===== src/rtl/load_store_unit.sv =====
// Load/store unit: one request at a time, byte-lane steering toward a word-wide memory and
// sign/zero extension of load data, with an ack timeout that abandons a stuck access.
module load_store_unit #(
  parameter int unsigned ACK_TIMEOUT = 255
) (
  input  logic        clk,
  input  logic        reset,
  input  logic        req_valid,
  output logic        req_ready,
  input  logic        req_write,
  input  logic [2:0]  req_funct3,
  input  logic [31:0] req_addr,
  input  logic [31:0] req_wdata,
  output logic        rsp_valid,
  output logic [31:0] rsp_rdata,
  output logic        rsp_misaligned,
  output logic        rsp_error,
  output logic        mem_req,
  output logic        mem_we,
  output logic [31:0] mem_addr,
  output logic [3:0]  mem_be,
  output logic [31:0] mem_wdata,
  input  logic        mem_ack,
  input  logic [31:0] mem_rdata
);

  localparam logic [1:0]  StIdle     = 2'd0;
  localparam logic [1:0]  StAccess   = 2'd1;
  localparam logic [1:0]  StResp     = 2'd2;
  localparam logic [15:0] TimeoutCnt = 16'(ACK_TIMEOUT);

  logic [1:0]  state_q, state_d;
  logic [31:0] addr_q, addr_d;
  logic [2:0]  funct3_q, funct3_d;
  logic        write_q, write_d;
  logic [31:0] wdata_q, wdata_d;
  logic [15:0] cnt_q, cnt_d;
  logic [31:0] rdata_q, rdata_d;
  logic        mis_q, mis_d;
  logic        err_q, err_d;

  logic        req_mis, req_ill;
  logic [31:0] lane, load_data;
  logic [3:0]  be;
  logic [31:0] wdata_lanes;
  logic        in_access;

  // Only legal half/word sizes can be misaligned; reserved codes are purely illegal.
  always_comb begin
    req_mis = 1'b0;
    req_ill = 1'b0;
    case (req_funct3)
      3'b000: req_ill = 1'b0;
      3'b001: req_mis = req_addr[0];
      3'b010: req_mis = |req_addr[1:0];
      3'b100: req_ill = req_write;
      3'b101: begin
        req_mis = req_addr[0];
        req_ill = req_write;
      end
      default: req_ill = 1'b1;
    endcase
  end

  always_comb begin
    lane = mem_rdata >> {addr_q[1:0], 3'b000};
    case (funct3_q)
      3'b000:  load_data = {{24{lane[7]}}, lane[7:0]};
      3'b001:  load_data = {{16{lane[15]}}, lane[15:0]};
      3'b100:  load_data = {24'd0, lane[7:0]};
      3'b101:  load_data = {16'd0, lane[15:0]};
      default: load_data = lane;
    endcase
  end

  always_comb begin
    case (funct3_q[1:0])
      2'b00: begin
        be          = 4'b0001 << addr_q[1:0];
        wdata_lanes = {4{wdata_q[7:0]}};
      end
      2'b01: begin
        be          = addr_q[1] ? 4'b1100 : 4'b0011;
        wdata_lanes = {2{wdata_q[15:0]}};
      end
      default: begin
        be          = 4'b1111;
        wdata_lanes = wdata_q;
      end
    endcase
  end

  always_comb begin
    state_d  = state_q;
    addr_d   = addr_q;
    funct3_d = funct3_q;
    write_d  = write_q;
    wdata_d  = wdata_q;
    cnt_d    = cnt_q;
    rdata_d  = rdata_q;
    mis_d    = mis_q;
    err_d    = err_q;
    case (state_q)
      StIdle: begin
        if (req_valid) begin
          addr_d   = req_addr;
          funct3_d = req_funct3;
          write_d  = req_write;
          wdata_d  = req_wdata;
          cnt_d    = '0;
          if (req_mis || req_ill) begin
            state_d = StResp;
            rdata_d = '0;
            mis_d   = req_mis;
            err_d   = ~req_mis;
          end else begin
            state_d = StAccess;
          end
        end
      end
      StAccess: begin
        if (mem_ack) begin
          state_d = StResp;
          rdata_d = write_q ? 32'd0 : load_data;
          mis_d   = 1'b0;
          err_d   = 1'b0;
        end else begin
          cnt_d = cnt_q + 16'd1;
          if (cnt_q + 16'd1 == TimeoutCnt) begin
            state_d = StResp;
            rdata_d = '0;
            mis_d   = 1'b0;
            err_d   = 1'b1;
          end
        end
      end
      StResp:  state_d = StIdle;
      default: state_d = StIdle;
    endcase
  end

  always_ff @(posedge clk or posedge reset) begin
    if (reset) begin
      state_q  <= StIdle;
      addr_q   <= '0;
      funct3_q <= '0;
      write_q  <= 1'b0;
      wdata_q  <= '0;
      cnt_q    <= '0;
      rdata_q  <= '0;
      mis_q    <= 1'b0;
      err_q    <= 1'b0;
    end else begin
      state_q  <= state_d;
      addr_q   <= addr_d;
      funct3_q <= funct3_d;
      write_q  <= write_d;
      wdata_q  <= wdata_d;
      cnt_q    <= cnt_d;
      rdata_q  <= rdata_d;
      mis_q    <= mis_d;
      err_q    <= err_d;
    end
  end

  assign in_access      = (state_q == StAccess);
  assign req_ready      = (state_q == StIdle);
  assign rsp_valid      = (state_q == StResp);
  assign rsp_rdata      = rdata_q;
  assign rsp_misaligned = mis_q;
  assign rsp_error      = err_q;
  assign mem_req        = in_access;
  assign mem_we         = in_access & write_q;
  assign mem_addr       = {addr_q[31:2], 2'b00};
  assign mem_be         = in_access ? be : 4'b0000;
  assign mem_wdata      = wdata_lanes;

endmodule

===== config.mk =====
export PLATFORM = sky130hd
export DESIGN_NAME = load_store_unit
export DESIGN_NICKNAME = d
export VERILOG_FILES = /design/src/rtl/load_store_unit.sv
export SDC_FILE = /design/constraint.sdc
export NUM_CORES = 1
export LEC_CHECK = 0
export CORE_ASPECT_RATIO = 0.8
export CORE_MARGIN = 8
export CORE_UTILIZATION = 30
export CTS_CLUSTER_DIAMETER = 80
export CTS_CLUSTER_SIZE = 25
export DETAILED_ROUTE_END_ITERATION = 6
export MAX_ROUTING_LAYER = met4
export PLACE_DENSITY = 0.62
export SYNTH_ARGS = -nofsm -noshare
export SYNTH_HDL_FRONTEND = slang
export SYNTH_SLANG_ARGS = --single-unit

===== constraint.sdc =====
create_clock -name clk -period 4.8 [get_ports clk]
set_clock_uncertainty 0.15 [all_clocks]
set_input_delay 1.2 -clock clk [delete_from_list [all_inputs] [get_ports clk]]
set_output_delay 1.2 -clock clk [all_outputs]
set_load 0.1 [all_outputs]

==> Word level (Yosys, flattened, before mapping) <==
Cells that the tools add are included.
{ "op_classes": {"addsub": 1, "multipliers": 0, "n_div": 0, "magnitude_cmp": 0, "eq_ne": 15, "shift": 2, "muxes": 31, "n_bitwise": 2, "n_reduce_logical": 14} }
{ "ops": {"columns": ["operator", "count"], "rows": [
  ["32-bit 2-to-1 mux", 5],
  ["32-bit one-hot mux with 2 select lines", 2],
  ["32-bit one-hot mux with 4 select lines", 1],
  ["16-bit 2-to-1 mux", 2],
  ["16-bit one-hot mux with 2 select lines", 1],
  ["32-bit by 5-bit right shift with 32-bit output", 1],
  ["16-bit by 1-bit adder with 16-bit output, second input constant", 1],
  ["16-bit by 8-bit equality test with 1-bit output, second input constant", 1],
  ["3-bit equality test, second input constant", 4],
  ["1-bit 2-to-1 mux", 8],
  ["2-bit 2-to-1 mux", 4],
  ["4-bit 2-to-1 mux", 2],
  ["1-bit one-hot mux with 2 select lines", 4],
  ["4-bit one-hot mux with 2 select lines", 1],
  ["3-bit by 1-bit equality test with 1-bit output, second input constant", 2],
  ["3-bit zero test", 2],
  ["2-bit OR reduction", 3],
  ["2-bit by 1-bit equality test with 1-bit output, second input constant", 2],
  ["2-bit zero test", 2],
  ["2-bit inequality test, second input constant", 2],
  ["2-bit one-hot mux with 2 select lines", 1],
  ["2-bit AND reduction", 2],
  ["4-bit AND reduction", 1],
  ["1-bit by 2-bit << shifter with 4-bit output, first input constant", 1],
  ["other kinds (10)", 10]
]} }
{ "word_totals": {"register_bits": 120, "latchBits": 0, "ram_bits": 0, "mem_bits_ro": 0, "input_bits": 104, "out_inout_bits": 106, "memories": 0} }

==> Longest topological paths before layout <==
{ "depth": {"word_depth": 7, "ltp_mapped": 9, "mapped_depth_nobuf": 6} }

==> Least setup slack after synthesis <==
OpenSTA, ideal clock, no wires.
{ "synth_timing": {"path_type": "reg2out", "startpoint": "reg funct3_q[0]", "endpoint": "out mem_wdata[24]", "t_arrival_ns": 3.206, "path_slack_ns": 0.244, "stages_incl_launch_ff": 5, "path_buffers": 2, "path_cell_list": "dfrtp_1 > clkbuf_1 > buf_1 > mux2i_1 > o21ai_0"} }
{ "synth_via": {"elab_chain_len": 2, "word_cells_on_any_way": 3} }
{ "synth_lines": {"columns": ["element", "line", "text"], "rows": [
  ["start: declaration", "34", "logic [2:0] funct3_q, funct3_d;"],
  ["start signal: assignment", "156", "funct3_q <= funct3_d;"],
  ["2-bit by 1-bit equality test with 1-bit output / 2-bit zero test (equally long branches)", "77", "case (funct3_q[1:0])"],
  ["32-bit one-hot mux with 2 select lines *", "77", null],
  ["end: declaration", "22", "output logic [31:0] mem_wdata,"]
]} }
Mark *: on every way between the ends. The rest lies on a longest branch, timed or not.

==> Worst setup path in the final report <==
{ "layout_timing": {"startpoint": "reg state_q[1]", "endpoint": "out mem_req"} }
{ "layout_via": {"elab_chain_len": 1} }
{ "layout_lines": {"columns": ["element", "line", "text"], "rows": [
  ["start: declaration", "32", "logic [1:0] state_q, state_d;"],
  ["start signal: assignment", "144", "state_q <= StIdle;"],
  ["start signal: assignment", "154", "state_q <= state_d;"],
  ["2-bit by 1-bit equality test with 1-bit output", "166", "assign in_access = (state_q == StAccess);"],
  ["end: declaration", "18", "output logic mem_req,"]
]} }
Every way passes these cells.

==> reports/summary.txt <==
Total Die Area = 27060 µm²
DR vias = 5555
Grt met3 use = 5.307%
Rel. slew slack = 29.72%
Leak pwr = 3.752 nW
Die Height = 148.7 µm
# Max-Cap Violations = 0
RSZ-0062 raised after global routing = no
H-tree depth = 4
Hold Fails Final Rpt = 0
Post-route ant nets = 0
CTS tree = yes
GPL Wtd Cong = 0.7839
Latest clock arrival within the worst-skew pair = 0.42 ns
Placed Area = 8572 µm²
Num rows = 48
Biggest area consumer among synthesized cells = dfrtp_1
Layout area overhead = 38.94%
Slowest library cell on the worst path = clkdlybuf4s50_1
Least-Margin Pin Slew = 1.050 ns
Hold path depth = 1
Num CTS Buffers = 17
Top-area cell type share of the netlist area = 45.45%
Asr flop ratio synth = 100.0%
Vias/cell = 5.167
Yosys Warn Count = 0
Number of antenna violations at the first check in global routing = 1
Final #Nets = 892
Total track usage = 15.98%
Root Driver = clkbuf_16
Starting density of the core = 30.56%
Post-Syn Area = 6606 µm²
Max incr delay on CP = 1.16 ns
Tmin final = 3.921 ns
Fraction of layout cells with a size suffix above 1 = 22.78%
TNS Setup = 0 ns
DP HPWL = 14960 µm
Filler Cells Inserted = 2090
Status = finished clean
Crit path capture type = primary output
Reg2Reg Setup Slack = 2.13 ns
I/O Buffers = 207
Reg2reg end = rsp_rdata[24]
Cell with the most instances after synthesis = dfrtp_1
Drc violations = 0
Hold/Removal Path Class = reg -> reg
Synth unique cells = 58
Critical Path Start Type = register
Worst r2r src = addr_q[1]
Core area = 21620 µm²
CTS-repair resized insts = 0
Worst-path cell chain = nand2b_1, inv_1, clkdlybuf4s50_1
Commonest cells in the netlist = dfrtp_1, mux2_2, a21oi_1
Reg clk slew, reported paths = 0.07 ns
Worst endpoint required time = 3.45 ns
Peak supply drop = 0.4534 mV
Period utilization = 81.69%
Total Power = 5.821 mW
Ys flop type = dfrtp_1
R2R cell count = 6
First-pass GRT wire length = 33180 µm
Crit path max-delay family = buffers and inverters
Fmax = 0.2550 GHz
PD cells = 634.1 nW/µm²
Utilization after layout = 42.45%
Post-synthesis register bit count = 120
Grt peak-use layer = met2
Per-cell routed wire length = 19.58 µm
Syn Area/Cell = 10.47 µm²
Pin count of the biggest net entering global routing = 67
DIE WIDTH = 181.9 µm
Setup CP Type = reg -> out
I/O pin count = 210
Drt first pass iters = 5
Longest Clk Path Bufs = 2
Met1 global-route usage = 20.59%
Vias in the first global route = 5725
Final setup vio count = 0
Final WL = 21040 µm
Register area share after synthesis = 45.45%
Hold Buf Count CTS = 0
Design area = 9179 µm²
Congestion Overflow GR = 0
Final Max Tran Viols = 0
Mapped Cells = 631
Initial detailed-routing violation count = 431
Sink Count = 120
Met2 usage = 23.87%
Largest cells by area after synthesis = dfrtp_1, mux2_2, buf_4, a21oi_1, o21ai_0
EDFF count, synth = 0
Hold Path Origin = addr_q[20]
CP max FO = 8
Post-CTS setup buffer count = 0
Buf/Inv on CP = 2
CP arrival = 2.57 ns
Hold_ws = 0.3529 ns
Hold EP = addr_q[20]
## stage by stage
stage,cells,worst slack [ns]
after floorplan,632,0.2440
after global placement,1042,0.9317
after detailed placement,1042,0.9133
after CTS,1074,0.8575
after global routing,1075,0.7683
final,1075,0.8788
## area by class of cell
class	count	area (µm²)	share of cell area [%]
Antenna cell	1	2.502	0.02726
Timing Repair Buffer	221	2130	23.20
Tap cell	275	344.1	3.749
Multi-Input combinational cell	418	3063	33.37
Clock inverter	15	178.9	1.949
Clock buffer	17	425.4	4.635
Sequential cell	120	3003	32.72
Inverter	8	32.53	0.3544
## registers in the layout, indices dropped and copies added (netlist names)
register	cells
state_q	2
wdata_q	32
rsp_misaligned	1
rsp_rdata	32
addr_q	32
rsp_error	1
write_q	1
funct3_q	3
cnt_q	16
## power breakdown
part / internal, mW / switching (mW) / leakage (nW)
Sequential: 1.22 / 0.159 / 1.51
Combinational: 0.797 / 2.32 / 1.96
Clock: 0.818 / 0.506 / 0.285
Total: 2.84 / 2.98 / 3.75
## cell usage in the layout (no fill, tap or decap), types with 3 or more instances in the layout
| master | count |
|---|---|
| mux2_2 | 91 |
| a211oi_1 | 24 |
| clkdlybuf4s50_1 | 178 |
| clkinvlp_4 | 4 |
| nor4_1 | 5 |
| nand2b_1 | 4 |
| inv_1 | 7 |
| nor2_1 | 32 |
| xor2_1 | 5 |
| clkbuf_16 | 17 |
| a221oi_1 | 15 |
| a31oi_1 | 18 |
| nor2b_1 | 11 |
| clkinv_4 | 4 |
| clkinv_2 | 3 |
| o21ai_0 | 37 |
| nand3_1 | 8 |
| and2_1 | 4 |
| bufinv_16 | 3 |
| mux2i_1 | 16 |
| buf_4 | 41 |
| nand2_1 | 29 |
| nor3_1 | 27 |
| dfrtp_1 | 120 |
| a21oi_1 | 47 |
## worst reg2reg max path, delay by kind of cell, from the launching register on
kind                   cells  cell delay [ns]
buffers and inverters      2             0.73
AND/OR/NAND/NOR            1             0.43
AO/OA/AOI/OAI              3             0.42
flip-flops                 1             0.81
## worst max-delay path by stage
stage | to | start | cells past startpoint
6_report | mem_req | state_q[1] | 3
5_1_grt | mem_req | state_q[1] | 3
4_1_cts | mem_req | state_q[1] | 3
3_5_place_dp | state_q[1] | req_funct3[0] | 6
3_3_place_gp | state_q[1] | req_funct3[0] | 6
2_1_floorplan | mem_wdata[24] | funct3_q[0] | 4
## cells by family (layout without fill, tap and decap cells)
kind of cell,count (synthesis),count (layout),share of synthesized area [%]
compound gates,158,158,15.11
simple gates,140,140,11.12
flops,120,120,45.45
mux,109,109,18.48
buf+inv,94,261,8.466
xor+xnor,7,7,0.9280
fa+ha+maj,2,2,0.3787
other cells,1,3,0.05676
## layer usage
layer	vias to the layer above	part of all wire, %
met3	17	7.3
met5	-	0
met2	219	45
met4	0	1.1
li1	2597	-
met1	2722	47
No activity file was read; power rests on OpenSTA's default activity.
